$ cat src/rtl/ceas_pkg.sv
// Shared types and helpers for the clock time-load path.
// Field widths, source codes and arbiter state encoding.
package ceas_pkg;

    localparam int ORE_W = 5;
    localparam int MIN_W = 6;

    localparam logic SRC_MANUAL = 1'b0;
    localparam logic SRC_UART   = 1'b1;

    typedef enum logic [1:0] {
        ST_IDLE,
        ST_GRANT,
        ST_HOLDOFF
    } state_t;

    typedef struct packed {
        logic [ORE_W-1:0] ore;
        logic [MIN_W-1:0] minute;
    } snap_t;

    // Raw widths are compared as-is: 31 h or 63 min stay invalid.
    function automatic logic time_valid(
        input snap_t s,
        input int    max_ore,
        input int    max_min
    );
        return (int'(s.ore) <= max_ore) &&
               (int'(s.minute) <= max_min);
    endfunction

endpackage

$ cat src/rtl/holdoff_timer.sv
// Loadable down-counter that spaces consecutive time-load grants.
// done flags the cycle in which the count reaches zero.
module holdoff_timer #(
    parameter int CYCLES = 4
) (
    input  logic clock,
    input  logic reset,
    input  logic start,
    input  logic count,
    output logic done
);

    localparam int W = $clog2(CYCLES + 1);

    logic [W-1:0] cnt;

    always_ff @(posedge clock or negedge reset) begin
        if (!reset) begin
            cnt <= '0;
        end else if (start) begin
            cnt <= W'(CYCLES);
        end else if (count && (cnt != '0)) begin
            cnt <= cnt - W'(1);
        end
    end

    assign done = count && (cnt == W'(1));

endmodule

$ cat src/rtl/time_load_arbiter.sv
// Arbitrates manual and UART time-load requests into the counter.
// One load pulse per grant, followed by a fixed hold-off gap.
module time_load_arbiter
    import ceas_pkg::*;
#(
    parameter int   HOLDOFF_CYCLES = 4,
    parameter int   MAX_ORE        = 23,
    parameter int   MAX_MIN        = 59,
    parameter logic PRIO_MANUAL    = 1'b1
) (
    input  logic             clock,
    input  logic             reset,
    input  logic             req_manual,
    input  logic [ORE_W-1:0] ore_manual,
    input  logic [MIN_W-1:0] minute_manual,
    input  logic             req_uart,
    input  logic [ORE_W-1:0] ore_uart,
    input  logic [MIN_W-1:0] minute_uart,
    input  logic             lock,
    output logic             load_out,
    output logic [ORE_W-1:0] ore_out,
    output logic [MIN_W-1:0] minute_out,
    output logic             busy,
    output logic             err_invalid,
    output logic             last_src
);

    state_t state;
    logic   pend_m;
    logic   pend_u;
    snap_t  snap_m;
    snap_t  snap_u;
    snap_t  sel;
    logic   elig_m;
    logic   elig_u;
    logic   pick_uart;
    logic   take;
    logic   sel_ok;
    logic   tmr_done;

    always_comb begin
        elig_m    = pend_m;
        elig_u    = pend_u & ~lock;
        pick_uart = elig_u & (~elig_m | ~PRIO_MANUAL);
        sel       = pick_uart ? snap_u : snap_m;
        take      = (state == ST_IDLE) & (elig_m | elig_u);
        sel_ok    = time_valid(sel, MAX_ORE, MAX_MIN);
    end

    // A request on the serving edge wins over clearing the slot.
    always_ff @(posedge clock or negedge reset) begin
        if (!reset) begin
            pend_m <= 1'b0;
            pend_u <= 1'b0;
            snap_m <= '0;
            snap_u <= '0;
        end else begin
            if (req_manual) begin
                pend_m <= 1'b1;
                snap_m <= '{ore: ore_manual,
                            minute: minute_manual};
            end else if (take && !pick_uart) begin
                pend_m <= 1'b0;
            end
            if (req_uart) begin
                pend_u <= 1'b1;
                snap_u <= '{ore: ore_uart,
                            minute: minute_uart};
            end else if (take && pick_uart) begin
                pend_u <= 1'b0;
            end
        end
    end

    always_ff @(posedge clock or negedge reset) begin
        if (!reset) begin
            state       <= ST_IDLE;
            load_out    <= 1'b0;
            err_invalid <= 1'b0;
            ore_out     <= '0;
            minute_out  <= '0;
            last_src    <= SRC_MANUAL;
        end else begin
            load_out    <= 1'b0;
            err_invalid <= 1'b0;
            unique case (state)
                ST_IDLE: begin
                    if (take) begin
                        last_src <= pick_uart ? SRC_UART
                                              : SRC_MANUAL;
                        if (sel_ok) begin
                            ore_out    <= sel.ore;
                            minute_out <= sel.minute;
                            load_out   <= 1'b1;
                            state      <= ST_GRANT;
                        end else begin
                            err_invalid <= 1'b1;
                        end
                    end
                end
                ST_GRANT: begin
                    state <= ST_HOLDOFF;
                end
                ST_HOLDOFF: begin
                    if (tmr_done) begin
                        state <= ST_IDLE;
                    end
                end
                default: begin
                    state <= ST_IDLE;
                end
            endcase
        end
    end

    holdoff_timer #(
        .CYCLES(HOLDOFF_CYCLES)
    ) u_holdoff (
        .clock(clock),
        .reset(reset),
        .start(state == ST_GRANT),
        .count(state == ST_HOLDOFF),
        .done (tmr_done)
    );

    assign busy = (state != ST_IDLE) | pend_m | pend_u;

endmodule

$ cat config.mk
export PLATFORM = sky130hd
export DESIGN_NAME = time_load_arbiter
export DESIGN_NICKNAME = d
export VERILOG_FILES = /design/src/rtl/ceas_pkg.sv /design/src/rtl/holdoff_timer.sv /design/src/rtl/time_load_arbiter.sv
export SDC_FILE = /design/constraint.sdc
export NUM_CORES = 1
export LEC_CHECK = 0
export ABC_CLOCK_PERIOD_IN_PS = 2300
export CORE_ASPECT_RATIO = 0.75
export CORE_MARGIN = 2
export CORE_UTILIZATION = 40
export CTS_BUF_LIST = sky130_fd_sc_hd__clkbuf_16
export DETAILED_ROUTE_END_ITERATION = 8
export GPL_TIMING_DRIVEN = 1
export PLACE_DENSITY_LB_ADDON = 0.25
export SLEW_MARGIN = 15
export SYNTH_ARGS = -nofsm -noshare
export SYNTH_HDL_FRONTEND = slang
export SYNTH_SLANG_ARGS = --single-unit
$ cat constraint.sdc
create_clock -name clock -period 2.3 [get_ports clock]
set_clock_uncertainty 0.15 [all_clocks]
set_input_delay 0.46 -clock clock [delete_from_list [all_inputs] [get_ports clock]]
set_output_delay 0.46 -clock clock [all_outputs]
set_load 0.02 [all_outputs]
* Word-level counts from Yosys, hierarchy flattened *
Cells that the tools add are included.
W data, S select, Z words.

cells by class
  $add $sub $neg = 1
  $mul = 0
  divide/modulo/power cells = 0
  magnitude comparators = 2
  equal/unequal tests = 6
  shifts and indexed selects = 0
  mux-type cells = 18
  bitwise operators = 8
  reduce and logical (&&, ||, !) cells = 15

operators with widths
  operator               number
  $mux W1                11
  $mux W11               1
  $reduce_bool A2 Y1     4
  $le A6 B6 Y1 const B   1
  $mux W2                3
  $mux W3                2
  $ne A2 B2 Y1 const B   3
  $pmux W2 S3            1
  $reduce_and A3 Y1      2
  $le A5 B5 Y1 const B   1
  $logic_and A1 B1 Y1    5
  $and A1 B1 Y1          3
  $eq A3 B1 Y1 const B   1
  $or A1 B1 Y1           3
  $reduce_bool A3 Y1     1
  $sub A3 B1 Y3 const B  1
  $eq A2 B1 Y1 const B   1
  $eq A2 B2 Y1 const B   1
  $logic_not A2 Y1       1
  $not A1 Y1             2
  $reduce_and A2 Y1      1
  $logic_not A1 Y1       1

word-level totals
  bits in registers = 43
  latch bits = 0
  RAM bits = 0
  ROM bits = 0
  output and inout port bits = 15
  word-level logic and storage cells = 63
  memories = 0

* Logic depth before layout (Yosys ltp) *
Gate-level depths: netlist of the first run.

  depth in word-level cells = 9
  gate-level depth with buffers = 7

* Cells and area by module *
From an unflattened synthesis of the first run, not the netlist that was laid out.

second synthesis, totals
  cells, all modules = 133
  area total of the unflattened synthesis = 1939.4 sq um

by module, submodules not included
  module             times used  cells an instance  area an instance (sq um)
  time_load_arbiter  1           114                1735.4
  holdoff_timer      1           19                 203.9

* Least setup slack after synthesis of the first run *
Ideal clock, no wire load.

  path kind = in2reg
  start = input port lock
  end = register minute_out[1]
  library setup time = 125 ps
  arrival = 1555 ps
  required time = 2025 ps
  slack = 470 ps
  cell stages on the path = 4
  path buffers = 1
  cells stage by stage = nor3b_4 buf_2 mux2_2 mux2_4

on the way
  longest elaborated chain between the ends = 7

RTL lines
  item                                          line                            text
  start: declaration                            time_load_arbiter.sv:19         input logic lock,
  $not A1 Y1 *                                  time_load_arbiter.sv:43         elig_u = pend_u & ~lock;
  $and A1 B1 Y1 *                               time_load_arbiter.sv:43
  $and A1 B1 Y1                                 time_load_arbiter.sv:44         pick_uart = elig_u & (~elig_m | ~PRIO_MANUAL);
  $mux W11                                      time_load_arbiter.sv:45         sel = pick_uart ? snap_u : snap_m;
  $le A6 B6 Y1 or $le A5 B5 Y1 (tied branches)  ceas_pkg.sv:29, ceas_pkg.sv:28
  $logic_and A1 B1 Y1                           ceas_pkg.sv:28                  return (int'(s.ore) <= max_ore) &&
  $reduce_and A3 Y1 (no source line)            n/a
  end signal: assignment                        time_load_arbiter.sv:93         minute_out <= sel.minute;
  end: declaration                              time_load_arbiter.sv:22         output logic [MIN_W-1:0] minute_out,

Every way passes the cells marked *; elsewhere a longest branch is shown, timed or not.
A chain may end at the register's enable or synchronous reset.

* Final worst setup path of the first run *
  start = register state[0]
  end = output port busy

on the way
  longest elaborated chain between the ends = 3

RTL lines
  item                        line                      text
  start: declaration          time_load_arbiter.sv:28   state_t state;
  start signal: assignment    time_load_arbiter.sv:77   state <= ST_IDLE;
  start signal: assignment    time_load_arbiter.sv:95   state <= ST_GRANT;
  start signal: assignment    time_load_arbiter.sv:102  state <= ST_HOLDOFF;
  $reduce_bool A2 Y1          time_load_arbiter.sv:126  assign busy = (state != ST_IDLE) | pend_m | pend_u;
  $or A1 B1 Y1 (2 in series)  time_load_arbiter.sv:126
  end: declaration            time_load_arbiter.sv:23   output logic busy,

Every way passes these cells.

==> impl_metrics.py, run 1 <==
metrics = {
    "power": {
        "ir_worst_vdd_mv": 0.6125,
        "power.density_nw_per_um2": 1215,
        "power_leakage_nw": 1.146,
    },
    "worst_setup_path": {
        "worst-endpoint-required_ns": 1.69,
        "worst_setup_path_end_kind": "output port",
        "arrival_ns": 1.56,
        "critPathKind": "register to output port",
        "critPathLaunchType": "register",
        "path_max_fanout": 7,
    },
    "routing": {
        "wl_per_cell_um": 15.68,
        "drc_errors": 0,
        "vias": 1210,
        "viasPerCell": 4.959,
        "drt-total-wl_mm": 3.827,
        "ant_nets": 0,
        "drt-initial-drc-count": 43,
        "drtPass1Iterations": 4,
    },
    "clock_tree": {
        "htree_levels": 2,
        "cts_tree": "done",
        "cts_root_buffer": "clkbuf_16",
        "cts_max_path_buffers": 2,
        "cts_setup_buffers": 0,
        "clk_pin_slew_ns": 0.06,
        "cts_sinks": 43,
        "clk_latency_ns": 0.28,
        "numCtsBuffers": 5,
    },
    "finish": {
        "instances_no_fill": 244,
        "fillers": 356,
        "area_growth_pct": 37.79,
        "drive_above_1_share_pct": 24.60,
        "final_area_um2": 2655,
        "final_common_cell": "dfrtp_1",
        "diodes": 0,
        "final_cell_mix": "dfrtp_1, clkdlybuf4s50_1, mux2_1, mux2_2, mux2_4",
        "layout.nets": 216,
    },
    "synthesis": {
        "netlist-cell-type-count": 28,
        "synthTopCellsByArea": "dfrtp_1, mux2_1, mux2_2",
        "synth_top_area_share_pct": 55.84,
        "netlist_instances": 134,
        "ys_ff_latch": 43,
        "syn_avg_cell_area_um2": 14.38,
        "yosysWarnings": 0,
        "yosysSeqAreaShare_pct": 55.84,
        "synth_top_cell_by_area": "dfrtp_1",
        "syn_nets": 164,
        "syn-cell-area_um2": 1927,
    },
    "sta": {
        "max-slew-margin-rel_pct": 67.80,
        "period_needed_ns": 2.169,
        "fmax_ghz": 0.4610,
        "hold_viol_final": 0,
        "period_share_pct": 94.32,
        "slew_viol_final": 0,
        "holdWs_ns": 0.3324,
        "rsz0062_at_grt": "no",
        "setup-violations-final": 0,
        "worst_pin_slew_ns": 0.4829,
    },
    "floorplan": {
        "ioPinCount": 42,
        "rows": 21,
        "coreArea_um2": 4546,
        "die_x_um": 84.14,
        "dieHeight_um": 64.11,
        "die_area_um2": 5394,
        "start_util_pct": 42.39,
    },
    "global_route": {
        "track_usage_pct": 15.82,
        "overflow": 0,
        "antenna_found_initial": 0,
        "grt_pass1_wl_mm": 6.465,
        "grt_pass1_vias": 1314,
        "grt_start_max_net_pins": 25,
    },
    "job": {
        "cap_violations": 0,
    },
    "placement": {
        "gp_congestion": 0.8045,
        "post_dp_cell_area_um2": 2454,
        "placed_cells": 235,
        "portBuffers": 41,
        "dp_hpwl_mm": 2.811,
    },
    "hold_path": {
        "hp-class": "register to register",
    },
    "outcome": {
        "status": "complete, no violations",
    },
}
-- Yosys cell counts --
| library cell | count |
|---|---|
| nand3_2 | 1 |
| nand3b_4 | 1 |
| buf_8 | 1 |
| a21o_1 | 1 |
| mux2_1 | 21 |
| o21ai_2 | 1 |
| o21ai_0 | 2 |
| buf_1 | 2 |
| nor3b_4 | 1 |
| a22o_1 | 2 |
| o21ai_1 | 2 |
| nand2_1 | 8 |
| mux2i_1 | 1 |
| or3_1 | 1 |
| nand2b_1 | 1 |
| inv_2 | 1 |
| a22oi_1 | 1 |
| nor2_1 | 4 |
| dfrtp_1 | 43 |
| mux2_2 | 15 |
| inv_1 | 5 |
| buf_2 | 1 |
| nand4_1 | 2 |
| a21oi_4 | 1 |
| ha_1 | 3 |
| a21oi_1 | 2 |
| nor2b_1 | 1 |
| mux2_4 | 9 |
-- report_power, final --
group | switching, W | leakage (nW) | total, W | internal, W
Combinational | 0.000522 | 0.544 | 0.00120 | 0.000677
Sequential | 0.000158 | 0.506 | 0.00113 | 0.000970
Clock | 0.000282 | 0.0952 | 0.000900 | 0.000618
-- layer usage --
metal	global-route usage (%)	part of all wire, %	up-vias
li1	-	-	578
met1	21.42	50	593
met2	23.61	43	34
met3	5.297	5.6	5
met4	6.048	0.97	0
met5	0	0	-
-- worst max-delay path: stages, from the launching register on --
cell and delay, ns:
dfrtp_1 0.46, nor2_2 0.21, nand2_1 0.07, clkdlybuf4s50_1 0.54
-- registers in the layout, indices dropped and copies added (netlist names) --
name / count
snap_m: 11
snap_u: 11
minute_out: 6
ore_out: 5
u_holdoff.cnt: 3
state: 2
elig_m: 1
err_invalid: 1
last_src: 1
load_out: 1
pend_u: 1
-- final timing paths --
path | end | depth (start not counted) | slack (ns) | start
worst max-delay path | busy | 3 | 0.13 | state[0]
worst min-delay path | snap_u[8] | 1 | 0.33 | snap_u[8]
worst max register to register | minute_out[2] | 4 | 0.49 | elig_m
worst min register to register | snap_u[8] | 1 | 0.33 | snap_u[8]
max in group asynchronous | last_src | 3 | 0.99 | reset
min in group asynchronous | snap_u[8] | 2 | 0.52 | reset
-- logic make-up after synthesis --
logic type               synth area share [%]
multiplexers                            28.57
flip-flops                              55.84
AND/OR/NAND/NOR                         6.494
AO/OA/AOI/OAI                           4.546
buffers and inverters                   2.597
adder cells (fa/ha/maj)                 1.948
-- per-stage QoR --
stage | total power (W) | TNS, ns | setup slack [ns] | utilization [%]
2_1_floorplan | 0.001869 | 0 | 0.4701 | -
3_3_place_gp | 0.002293 | 0 | 0.005913 | 53.98
3_5_place_dp | 0.002341 | -0.1111 | -0.02754 | 53.98
4_1_cts | 0.003253 | 0 | 0.05096 | 58.35
5_1_grt | 0.003412 | 0 | 0.06852 | 58.41
6_report | 0.003226 | 0 | 0.1306 | 58.41
-- final cells by class --
class / count / area, µm² / area share [%]
clock inverters: 3 / 63.81 / 2.403
well taps: 57 / 71.32 / 2.686
flip-flops and latches: 43 / 1076 / 40.53
inverters: 6 / 22.52 / 0.8483
repair buffers: 49 / 493.0 / 18.57
clock buffers: 5 / 125.1 / 4.713
multi-input cells: 81 / 803.3 / 30.25
-- repair_timing --
| action | CTS | global route |
|---|---|---|
| endpoints found under the setup margin | 0 | 1 |
| endpoints found under the hold margin | 19 | 0 |
| resized for setup | 0 | 1 |
| hold buffers | 1 | 0 |
No activity file was read; power rests on OpenSTA's default activity.
==> run 2: changes to the inputs <==
--- a/config.mk
+++ b/config.mk
@@ -13,7 +13,7 @@
 export DETAILED_ROUTE_END_ITERATION = 8
 export GPL_TIMING_DRIVEN = 1
 export PLACE_DENSITY_LB_ADDON = 0.25
-export SLEW_MARGIN = 15
+export SLEW_MARGIN = 20
 export SYNTH_ARGS = -nofsm -noshare
 export SYNTH_HDL_FRONTEND = slang
 export SYNTH_SLANG_ARGS = --single-unit
==> results of run 2 <==
Same layout as run 1: the final DEF is identical, and so are final timing and power.
==> run 3: changes to the inputs <==
--- a/config.mk
+++ b/config.mk
@@ -5,6 +5,7 @@
 export SDC_FILE = /design/constraint.sdc
 export NUM_CORES = 1
 export LEC_CHECK = 0
+export ABC_AREA = 1
 export ABC_CLOCK_PERIOD_IN_PS = 2300
 export CORE_ASPECT_RATIO = 0.75
 export CORE_MARGIN = 2
==> impl_metrics.py, run 3 <==
metrics = {
    "global_route": {
        "antenna_found_initial": 0,
        "grt_start_max_net_pins": 23,
        "grt_pass1_wl_mm": 6.410,
        "track_usage_pct": 14.97,
        "grt_pass1_vias": 1356,
        "overflow": 0,
    },
    "synthesis": {
        "ys_ff_latch": 43,
        "synth_top_cell_by_area": "dfrtp_1",
        "async_flop_share_pct": 100.0,
        "syn-cell-area_um2": 2036,
        "netlist_instances": 223,
        "synthTopCellsByArea": "dfrtp_1, nand2_1, o21ai_0",
        "netlist-cell-type-count": 26,
        "syn_nets": 253,
        "yosysSeqAreaShare_pct": 52.86,
        "synth_top_area_share_pct": 52.86,
        "synth_edf_count": 0,
        "syn_avg_cell_area_um2": 9.129,
        "ys.flop_type": "dfrtp_1",
        "yosys-top-cells-count": "nand2_1, dfrtp_1, inv_1",
        "yosysMostFrequentCell": "nand2_1",
        "yosysWarnings": 0,
    },
    "power": {
        "ir_worst_vdd_mv": 0.4160,
        "power.density_nw_per_um2": 1107,
        "power_leakage_nw": 1.324,
    },
    "sta": {
        "tns_ns": 0,
        "period_needed_ns": 2.130,
        "worst_slack_ns": 0.1700,
        "hold_viol_final": 21,
        "slew_viol_final": 0,
        "worst_pin_slew_ns": 0.4957,
        "max-slew-margin-rel_pct": 66.95,
        "period_share_pct": 92.61,
        "fmax_ghz": 0.4695,
        "setup-violations-final": 0,
        "holdWs_ns": -0.01603,
        "rsz0062_at_grt": "no",
    },
    "hold_path": {
        "hp-class": "input pin to async pin",
    },
    "routing": {
        "drt-initial-drc-count": 55,
        "drtPass1Iterations": 4,
        "ant_nets": 0,
        "drt-total-wl_mm": 3.671,
        "wl_per_cell_um": 11.19,
        "viasPerCell": 4.506,
        "drc_errors": 0,
        "vias": 1478,
    },
    "placement": {
        "gp_congestion": 0.7246,
        "post_dp_cell_area_um2": 2499,
        "pre_cts_ws_ns": 0.06173,
        "portBuffers": 41,
        "dp_hpwl_mm": 2.903,
    },
    "worst_setup_path": {
        "path_max_fanout": 4,
        "arrival_ns": 1.52,
        "critPathKind": "register to output port",
        "worst-endpoint-required_ns": 1.69,
        "worst_setup_path_end_kind": "output port",
        "critPathLaunchType": "register",
    },
    "finish": {
        "final_area_um2": 2663,
        "seq_area_um2": 1076,
        "area_growth_pct": 30.79,
        "top_regs": "snap_m (11), snap_u (11), minute_out (6)",
        "fillers": 496,
        "final_common_cell": "nand2_1",
        "final_cell_mix": "nand2_1, dfrtp_1, clkdlybuf4s50_1, inv_1, o21ai_0",
        "diodes": 0,
        "drive_above_1_share_pct": 16.79,
        "multi_input_area_um2": 750.7,
        "layout.nets": 297,
    },
    "outcome": {
        "status": "finished with violations",
        "violations": "negative hold slack",
    },
    "clock_tree": {
        "cts_tree": "done",
        "cts_setup_buffers": 0,
        "numCtsBuffers": 5,
        "clk_pin_slew_ns": 0.06,
        "ctsHoldBuffers": 0,
        "cts_max_path_buffers": 2,
        "cts_resized": 0,
        "clk_latency_ns": 0.28,
        "cts_root_buffer": "clkbuf_16",
        "htree_levels": 2,
        "cts_sinks": 43,
    },
    "floorplan": {
        "rows": 22,
        "start_util_pct": 41.55,
        "die_x_um": 86.38,
        "dieHeight_um": 65.78,
        "ioPinCount": 42,
        "coreArea_um2": 4900,
        "die_area_um2": 5682,
    },
    "job": {
        "cap_violations": 0,
    },
}
-- run 3: cell count changes in the layout (fill, tap and decap cells not counted), moves of 3 or more --
cell / change
nand4_1: +9
nand2_2: +14
mux2_1: -21
inv_1: +26
nand2_1: +45
nor2_4: +3
nand3_1: +8
mux2_4: -9
o21ai_0: +23
mux2_2: -12
-- run 3: critical path: stages, from the launching register on --
cell,delay (ns)
dfrtp_1,0.40
nor2_1,0.18
nand3_1,0.11
clkdlybuf4s50_1,0.55
-- run 3: path summary, 6_finish.rpt --
check | start | to | slack [ns] | cells after the start
worst max-delay path | state[1] | busy | 0.17 | 3
worst min-delay path | reset | u_holdoff.cnt[2] | -0.02 | 1
worst max register to register | elig_m | ore_out[3] | 0.66 | 9
worst min register to register | snap_m[6] | snap_m[6] | 0.33 | 2
max in group asynchronous | reset | pend_u | 1.53 | 2
min in group clock | snap_m[6] | snap_m[6] | 0.33 | 2
-- run 3: routing by layer --
layer	wire, µm	GRT usage [%]	part of all wire (%)	vias up
li1	-	-	-	788
met3	188	4.120	5.1	5
met2	1442	20.38	39	36
met1	1985	22.12	54	649
met5	0	0	0	-
met4	54	6.445	1.5	0
-- run 3: area by class of cell --
type,instances,share of cell area (%)
Timing Repair Buffer,47,17.39
Clock inverter,3,1.457
Sequential cell,43,40.41
Multi-Input combinational cell,135,28.20
Tap cell,60,2.820
Inverter,35,5.028
Clock buffer,5,4.699
-- run 3: power breakdown --
part	leakage, nW	switching [W]	internal, W
clock network	0.0812	0.000276	0.000506
registers	0.524	0.000119	0.000955
logic	0.719	0.000620	0.000470
-- run 3: logic make-up (layout without fill, tap and decap cells) --
| logic type | count (synthesis) | count (layout) | share of synthesized area (%) |
|---|---|---|---|
| muxes | 3 | 3 | 1.659 |
| AOI/OAI and AO/OA | 30 | 30 | 8.052 |
| and+or+nand+nor | 99 | 99 | 25.32 |
| DFF | 43 | 43 | 52.86 |
| buffers and inverters | 45 | 90 | 10.26 |
| adders and majority gates | 3 | 3 | 1.844 |
-- run 3: per-stage QoR --
stage	instances	total power [W]	hold slack (ns)	util (%)
finish	328	0.002946	-0.01603	54.34
global route	328	0.003178	0.02855	54.34
CTS	328	0.002983	0.003888	54.34
detailed placement	320	0.002192	0.3075	51.00
global placement	320	0.002163	0.3025	51.00
floorplan	223	0.001824	0.01441	-
